$ cat src/rtl/gf64_reduce_pipe_if.sv
// Valid/ready bus for the GF(2^64) reduction stage: 128-bit product in, 64-bit element out.
interface gf64_reduce_pipe_if;
    localparam int unsigned PROD_W = 128;
    localparam int unsigned RES_W  = 64;

    logic              in_valid;
    logic              in_ready;
    logic [PROD_W-1:0] in_prod;
    logic              out_valid;
    logic              out_ready;
    logic [RES_W-1:0]  out_res;

    modport master (
        output in_valid, in_prod, out_ready,
        input  in_ready, out_valid, out_res
    );

    modport slave (
        input  in_valid, in_prod, out_ready,
        output in_ready, out_valid, out_res
    );
endinterface

$ cat src/rtl/gf64_reduce_pipe.sv
// Two-fold pipelined reduction of a 128-bit carry-less product modulo x^64 + R_POLY.
// Optional sticky upstream-corruption flag (in_prod[127] set) under GF64_RED_ERRCHK_EN.
module gf64_reduce_pipe #(
    parameter logic [63:0] R_POLY = 64'h1B
) (
    input  logic clk,
    input  logic rst,
    gf64_reduce_pipe_if.slave bus
`ifdef GF64_RED_ERRCHK_EN
    ,
    output logic err
`endif
);
    localparam int unsigned RES_W  = 64;
    localparam int unsigned F_W    = 96;
    localparam int unsigned FHI_W  = 32;

    // hi * R: R has degree <= 31, so the product fits in 96 bits
    function automatic logic [F_W-1:0] clmul_hi(input logic [RES_W-1:0] a);
        logic [F_W-1:0] acc;
        acc = '0;
        for (int i = 0; i < 32; i++) begin
            if (R_POLY[i]) acc = acc ^ (F_W'(a) << i);
        end
        return acc;
    endfunction

    // Second fold: 32-bit overflow times R stays below x^63
    function automatic logic [RES_W-1:0] clmul_lo(input logic [FHI_W-1:0] a);
        logic [RES_W-1:0] acc;
        acc = '0;
        for (int i = 0; i < 32; i++) begin
            if (R_POLY[i]) acc = acc ^ (RES_W'(a) << i);
        end
        return acc;
    endfunction

    logic             r_s1_v;
    logic [F_W-1:0]   r_s1_f;
    logic [RES_W-1:0] r_s1_lo;
    logic             r_s2_v;
    logic [RES_W-1:0] r_s2_res;

    logic             w_s2_load;
    logic             w_s1_adv;
    logic             w_in_ready;
    logic             w_in_xfer;
    logic [F_W-1:0]   w_f;
    logic [RES_W-1:0] w_fold;

    assign w_s2_load  = ~r_s2_v | bus.out_ready;
    assign w_s1_adv   = r_s1_v & w_s2_load;
    assign w_in_ready = ~rst & (~r_s1_v | w_s2_load);
    assign w_in_xfer  = bus.in_valid & w_in_ready;
    assign w_f        = clmul_hi(bus.in_prod[127:64]);
    assign w_fold     = r_s1_lo ^ r_s1_f[63:0] ^ clmul_lo(r_s1_f[95:64]);

    assign bus.in_ready  = w_in_ready;
    assign bus.out_valid = r_s2_v;
    assign bus.out_res   = r_s2_res;

    // Stage 1: first fold of the high half
    always_ff @(posedge clk or posedge rst) begin
        if (rst) begin
            r_s1_v  <= 1'b0;
            r_s1_f  <= '0;
            r_s1_lo <= '0;
        end else if (w_in_xfer) begin
            r_s1_v  <= 1'b1;
            r_s1_f  <= w_f;
            r_s1_lo <= bus.in_prod[63:0];
        end else if (w_s1_adv) begin
            r_s1_v  <= 1'b0;
        end
    end

    // Stage 2: second fold and final sum; data holds across bubbles
    always_ff @(posedge clk or posedge rst) begin
        if (rst) begin
            r_s2_v   <= 1'b0;
            r_s2_res <= '0;
        end else if (w_s2_load) begin
            r_s2_v <= r_s1_v;
            if (r_s1_v) r_s2_res <= w_fold;
        end
    end

`ifdef GF64_RED_ERRCHK_EN
    logic r_err;

    // Bit 127 can never be set by a 64x64 product
    always_ff @(posedge clk or posedge rst) begin
        if (rst) begin
            r_err <= 1'b0;
        end else if (w_in_xfer && bus.in_prod[127]) begin
            r_err <= 1'b1;
        end
    end

    assign err = r_err;
`endif
endmodule

$ cat src/flat_wrapper.sv
// flat-port wrapper written by rule: the top's interface ports become plain ports
module gf64_reduce_pipe_flat 
#(
    parameter logic [63:0] R_POLY = 64'h1B
)
  (clk, rst, bus_in_valid, bus_in_prod, bus_out_ready, bus_in_ready, bus_out_valid, bus_out_res);
  gf64_reduce_pipe_if bus_i ();
  input  logic clk;
  input  logic rst;
  input wire logic [$bits(bus_i.in_valid)-1:0] bus_in_valid;
  input wire logic [$bits(bus_i.in_prod)-1:0] bus_in_prod;
  input wire logic [$bits(bus_i.out_ready)-1:0] bus_out_ready;
  output wire logic [$bits(bus_i.in_ready)-1:0] bus_in_ready;
  output wire logic [$bits(bus_i.out_valid)-1:0] bus_out_valid;
  output wire logic [$bits(bus_i.out_res)-1:0] bus_out_res;
  assign bus_i.in_valid = bus_in_valid;
  assign bus_i.in_prod = bus_in_prod;
  assign bus_i.out_ready = bus_out_ready;
  assign bus_in_ready = bus_i.in_ready;
  assign bus_out_valid = bus_i.out_valid;
  assign bus_out_res = bus_i.out_res;
  gf64_reduce_pipe #(.R_POLY(R_POLY)) u_core (.clk(clk), .rst(rst), .bus(bus_i));
endmodule
$ cat config.mk
export PLATFORM = sky130hd
export DESIGN_NAME = gf64_reduce_pipe_flat
export DESIGN_NICKNAME = d
export VERILOG_FILES = /design/src/rtl/gf64_reduce_pipe_if.sv /design/src/rtl/gf64_reduce_pipe.sv /design/src/flat_wrapper.sv
export SDC_FILE = /design/constraint.sdc
export NUM_CORES = 1
export LEC_CHECK = 0
export ABC_AREA = 1
export ABC_CLOCK_PERIOD_IN_PS = 18780
export CORE_UTILIZATION = 56
export DETAILED_ROUTE_END_ITERATION = 16
export GPL_TIMING_DRIVEN = 0
export PLACE_DENSITY = 0.82
export SLEW_MARGIN = 20
export SYNTH_ARGS = -nofsm -noshare
export SYNTH_HDL_FRONTEND = slang
export SYNTH_SLANG_ARGS = --single-unit
$ cat constraint.sdc
create_clock -name clk -period 18.78 [get_ports clk]
set_clock_uncertainty 0.2 [all_clocks]
set_input_delay 4.695 -clock clk [delete_from_list [all_inputs] [get_ports clk]]
set_output_delay 4.695 -clock clk [all_outputs]
set_load 0.01 [all_outputs]
Word-level counts from Yosys, hierarchy flattened:

Index checks and enable logic that the tools add are counted.

* register bits: 226
* input bits: 132
* output and inout bits: 66

* muxes and demuxes: 2
* bitwise logic cells: 16
* reductions and logical operators: 2

Operator list (number)
* bitwise XOR 64 bit: 2
* bitwise XOR 96 x 67 -> 96 bit: 1
* bitwise XOR 96 x 68 -> 96 bit: 1
* bitwise XOR 64 x 65 -> 65 bit: 1
* bitwise XOR 64 x 35 -> 64 bit: 1
* bitwise XOR 64 x 36 -> 64 bit: 1
* bitwise XOR 32 x 33 -> 33 bit: 1
* bitwise AND 1 bit: 3
* NOT 1 bit: 3
* 2-to-1 mux 1 bit: 2
* bitwise OR 1 bit: 2
* AND reduction 2 bit: 1
* nonzero test 2 bit: 1

Depth between registers and ports, before layout:

* depth in word-level cells: 6
* depth in mapped cells: 9

Worst setup path before layout:

OpenSTA, ideal clock, no wires.

* path type: input to output
* start point: input rst
* end point: output bus_in_ready
* data arrival time: 9.320 ns
* data required time: 13.885 ns
* path slack: 4.565 ns
* cell stages on the path: 3
* path through: inv_1 -> nand2_2 -> inv_1

* cells in the longest elaborated chain, start to end: 2

Ends and longest elaborated chain
* start, declared: line flat_wrapper.sv:9 `input logic rst;`
* NOT 1 bit: line gf64_reduce_pipe.sv:53 `assign w_in_ready = ~rst & (~r_s1_v | w_s2_load);`
* bitwise AND 1 bit: line gf64_reduce_pipe.sv:53
* end, declared: line flat_wrapper.sv:13 `output wire logic [$bits(bus_i.in_ready)-1:0] bus_in_ready;`

Every way passes these cells.

Worst setup path in the final report:

Same ends and word-level chain as after synthesis.

==> metrics.log <==
INFO  metric post-synth-top-area-fraction = 52.4%
INFO  metric slew_viol_final = 0
INFO  metric yosysSeqAreaShare = 52.4%
INFO  metric arrival = 6550 ps
INFO  metric layout.cells.most_common = sky130_fd_sc_hd__nand2_1
INFO  metric ctsHoldBuffers = 0
INFO  metric grt_start_max_net_pins = 102
INFO  metric min_path_type = reg -> reg
INFO  metric synthesis.area = 9460 sq um
INFO  metric critPathRequiredTime = 13,890 ps
INFO  metric relative_slew_slack = 52.9%
INFO  metric dpl.hpwl = 16,900 um
INFO  metric drt.antenna.violating_nets = 0
INFO  metric buffer_ports.inserted = 197
INFO  metric clock-root-buffer = sky130_fd_sc_hd__clkbuf_16
INFO  metric grt_pass1_wl = 38,700 um
INFO  metric clock_tree.htree_level_count = 4
INFO  metric nNetsFinal = about 1,500
INFO  metric worst-r2r-setup-slack = 16,870 ps
INFO  metric stdcell_count = roughly 1,600
INFO  metric rsz_0062_raised_after_global_routing = false
INFO  metric floorplan.die_area = 17,400 sq um
INFO  metric peakVddDrop = 0.0662 mV
INFO  metric initialDrtViolationCount = ~500
INFO  metric tritoncts_clock_tree = built
INFO  metric cts-buffers-inserted = 17
INFO  metric detailedRoute.firstPassIterationCount = 8
INFO  metric post_cts_buffers = 0
INFO  metric number_of_global_route_vias_before_repair = 7,888
INFO  metric dieHeight = 132 um
INFO  metric start_util = 57.2%
INFO  metric syn_area_per_cell = 8.38 sq um
INFO  metric post-layout-total-power = 1.38 mW
INFO  metric layout-drive-gt1-share = roughly 5.5%
INFO  metric synth_register_bits = 198
INFO  metric final.min_clock_period = 11,450 ps
INFO  metric grt_util_all_layers = ~28%
INFO  metric io-pin-count = between 150 and 200
INFO  metric clk_path_buf_depth = 2
INFO  metric critPathLaunchType = primary input
INFO  metric number_of_antenna_violations_at_the_first_check_in_global_routing = 1
INFO  metric final_hold_viol_count = 0
INFO  metric vias = around 8,000
INFO  metric post-synth-top-area-cell = sky130_fd_sc_hd__dfrtp_1
INFO  metric grt.overflow.total = 0
INFO  metric cts_num_sinks = roughly 200
INFO  metric placement_rows = between 40 and 50
INFO  metric area.growth.synth_to_final = 30.5%
INFO  metric detail_route.wl_per_cell = about 15 um
INFO  metric power_leakage = 6.06 nW
INFO  metric via_density = 5.09
INFO  metric num_antenna_cells = 0
INFO  metric fmaxAchievable = ~87 MHz
INFO  metric place_ws = roughly 7300 ps
INFO  metric synth_cell_types = 19
INFO  metric critical_path.endpoint_type = primary output
INFO  metric fillers = around 1,200
INFO  metric routed_wl = 23,300 um
INFO  metric outcome = complete, no violations
INFO  metric total_core_area = 16,500 sq um
INFO  metric dp_cells = 1,547
INFO  metric syn-instance-count = between 1,000 and 1,500
INFO  metric worstPathMaxFanout = ~100
INFO  metric ctsResizeCount = 0
INFO  metric setup.worst_path.class = in -> out
INFO  metric final_cell_mix = sky130_fd_sc_hd__nand2_1 (530), sky130_fd_sc_hd__dfrtp_1 (198), sky130_fd_sc_hd__clkdlybuf4s50_1 (197)
INFO  metric post-route-drc-count = 0
INFO  metric cap_violations = 0
INFO  metric final_core_util = 74.7%
INFO  metric postSynthNetCount = 1,261
INFO  metric final.setup.worst_slack = 7330 ps
INFO  metric finalSetupTns = 0 ps
INFO  metric clk_pin_slew = ~70 ps
INFO  metric worst_pin_slew = between 700 and 800 ps
INFO  metric setup_violations = 0
INFO  metric power-per-cell-area = around 110 nW/um^2
INFO  metric finalCritPeriodShare = 61.0%
INFO  metric yosysWarningCount = 0
INFO  metric clkLatencyLatePin = 430 ps
INFO  metric die_width = around 130 um
INFO  metric synth_top_cells_by_area = sky130_fd_sc_hd__dfrtp_1 (52%), sky130_fd_sc_hd__nand2_1 (21%), sky130_fd_sc_hd__xnor2_1 (11%), sky130_fd_sc_hd__nand3_1 (3.8%), sky130_fd_sc_hd__inv_1 (3.1%)
INFO  metric gp_congestion = a little under 0.9
worst max-delay path, stage by stage:
cell and delay [ps]:
sky130_fd_sc_hd__clkdlybuf4s50_1 490, sky130_fd_sc_hd__inv_8 510, sky130_fd_sc_hd__nand2_2 160, sky130_fd_sc_hd__inv_1 80, sky130_fd_sc_hd__clkdlybuf4s50_1 530
synthesized netlist by cell type:
| cell | number |
|---|---|
| sky130_fd_sc_hd__xnor2_1 | 121 |
| sky130_fd_sc_hd__inv_2 | 3 |
| sky130_fd_sc_hd__buf_4 | 1 |
| sky130_fd_sc_hd__nor2_4 | 1 |
| sky130_fd_sc_hd__buf_2 | 21 |
| sky130_fd_sc_hd__nand3_1 | 72 |
| sky130_fd_sc_hd__o21ai_0 | 38 |
| sky130_fd_sc_hd__dfrtp_1 | 198 |
| sky130_fd_sc_hd__buf_6 | 13 |
| sky130_fd_sc_hd__clkbuf_2 | 1 |
| sky130_fd_sc_hd__inv_1 | 77 |
| sky130_fd_sc_hd__or2_2 | 1 |
| sky130_fd_sc_hd__nand3_2 | 1 |
| sky130_fd_sc_hd__a21oi_4 | 1 |
| sky130_fd_sc_hd__o21ai_1 | 30 |
| sky130_fd_sc_hd__xor2_1 | 14 |
| sky130_fd_sc_hd__nand2_1 | 530 |
| sky130_fd_sc_hd__nand2_2 | 1 |
| sky130_fd_sc_hd__clkbuf_1 | 5 |
cell families after synthesis:
logic type | synth area share [%]
AND/OR/NAND/NOR | 25.2
flip-flops | 52.4
XOR/XNOR | 12.5
buffers and inverters | 6.16
AO/OA/AOI/OAI | 3.77
layout make-up:
type | count | area (sq um) | area share (%)
plain buffers | 41 | 283 | 2.29
clock buffers | 20 | 437 | 3.54
clock inverters | 12 | 169 | 1.37
inverters | 80 | 308 | 2.49
multi-input cells | 810 | 3920 | 31.8
flip-flops and latches | 198 | 4950 | 40.1
well taps | 220 | 275 | 2.23
repair buffers | 198 | 2000 | 16.2
flip-flops by register name, indices dropped and copies added (netlist names):
register	cells
u_core.r_s1_f	68
u_core.bus.out_res	64
u_core.r_s1_lo	64
u_core.bus.out_valid	1
u_core.r_s1_v	1
metrics by stage:
| step | hold WS (ps) | instance area [sq um] |
|---|---|---|
| after floorplan | 261 | 9460 |
| after global placement | 265 | 11700 |
| after detailed placement | 268 | 11700 |
| after CTS | 287 | 12300 |
| after global routing | 313 | 12300 |
| final | 287 | 12300 |
report_power, final:
group	switching (mW)	total, mW	internal [mW]
clock	0.168	0.381	0.213
combinational	0.186	0.399	0.213
sequential	0.0720	0.600	0.528
worst paths after layout:
path,depth (start not counted),startpoint,endpoint
hold / removal,2,u_core.bus.out_res[0],u_core.bus.out_res[0]
hold reg to reg,2,u_core.bus.out_res[0],u_core.bus.out_res[0]
max in group asynchronous,3,rst,u_core.bus.out_res[60]
min in group asynchronous,2,rst,u_core.bus.out_res[32]
setup reg to reg,7,u_core.bus.out_valid,u_core.r_s1_lo[17]
setup / recovery,5,rst,bus_in_ready
per-layer routing:
layer	vias to the layer above	routed length, um	global-route usage (%)	part of all wire (%)
met1	3788	10100	38.3	43
met2	302	11200	46.1	48
met3	40	1510	4.73	6.5
li1	3909	-	-	-
met5	-	0	0	0
met4	0	508	10.2	2.2
Note: power is estimated with default switching activity, not from simulation.
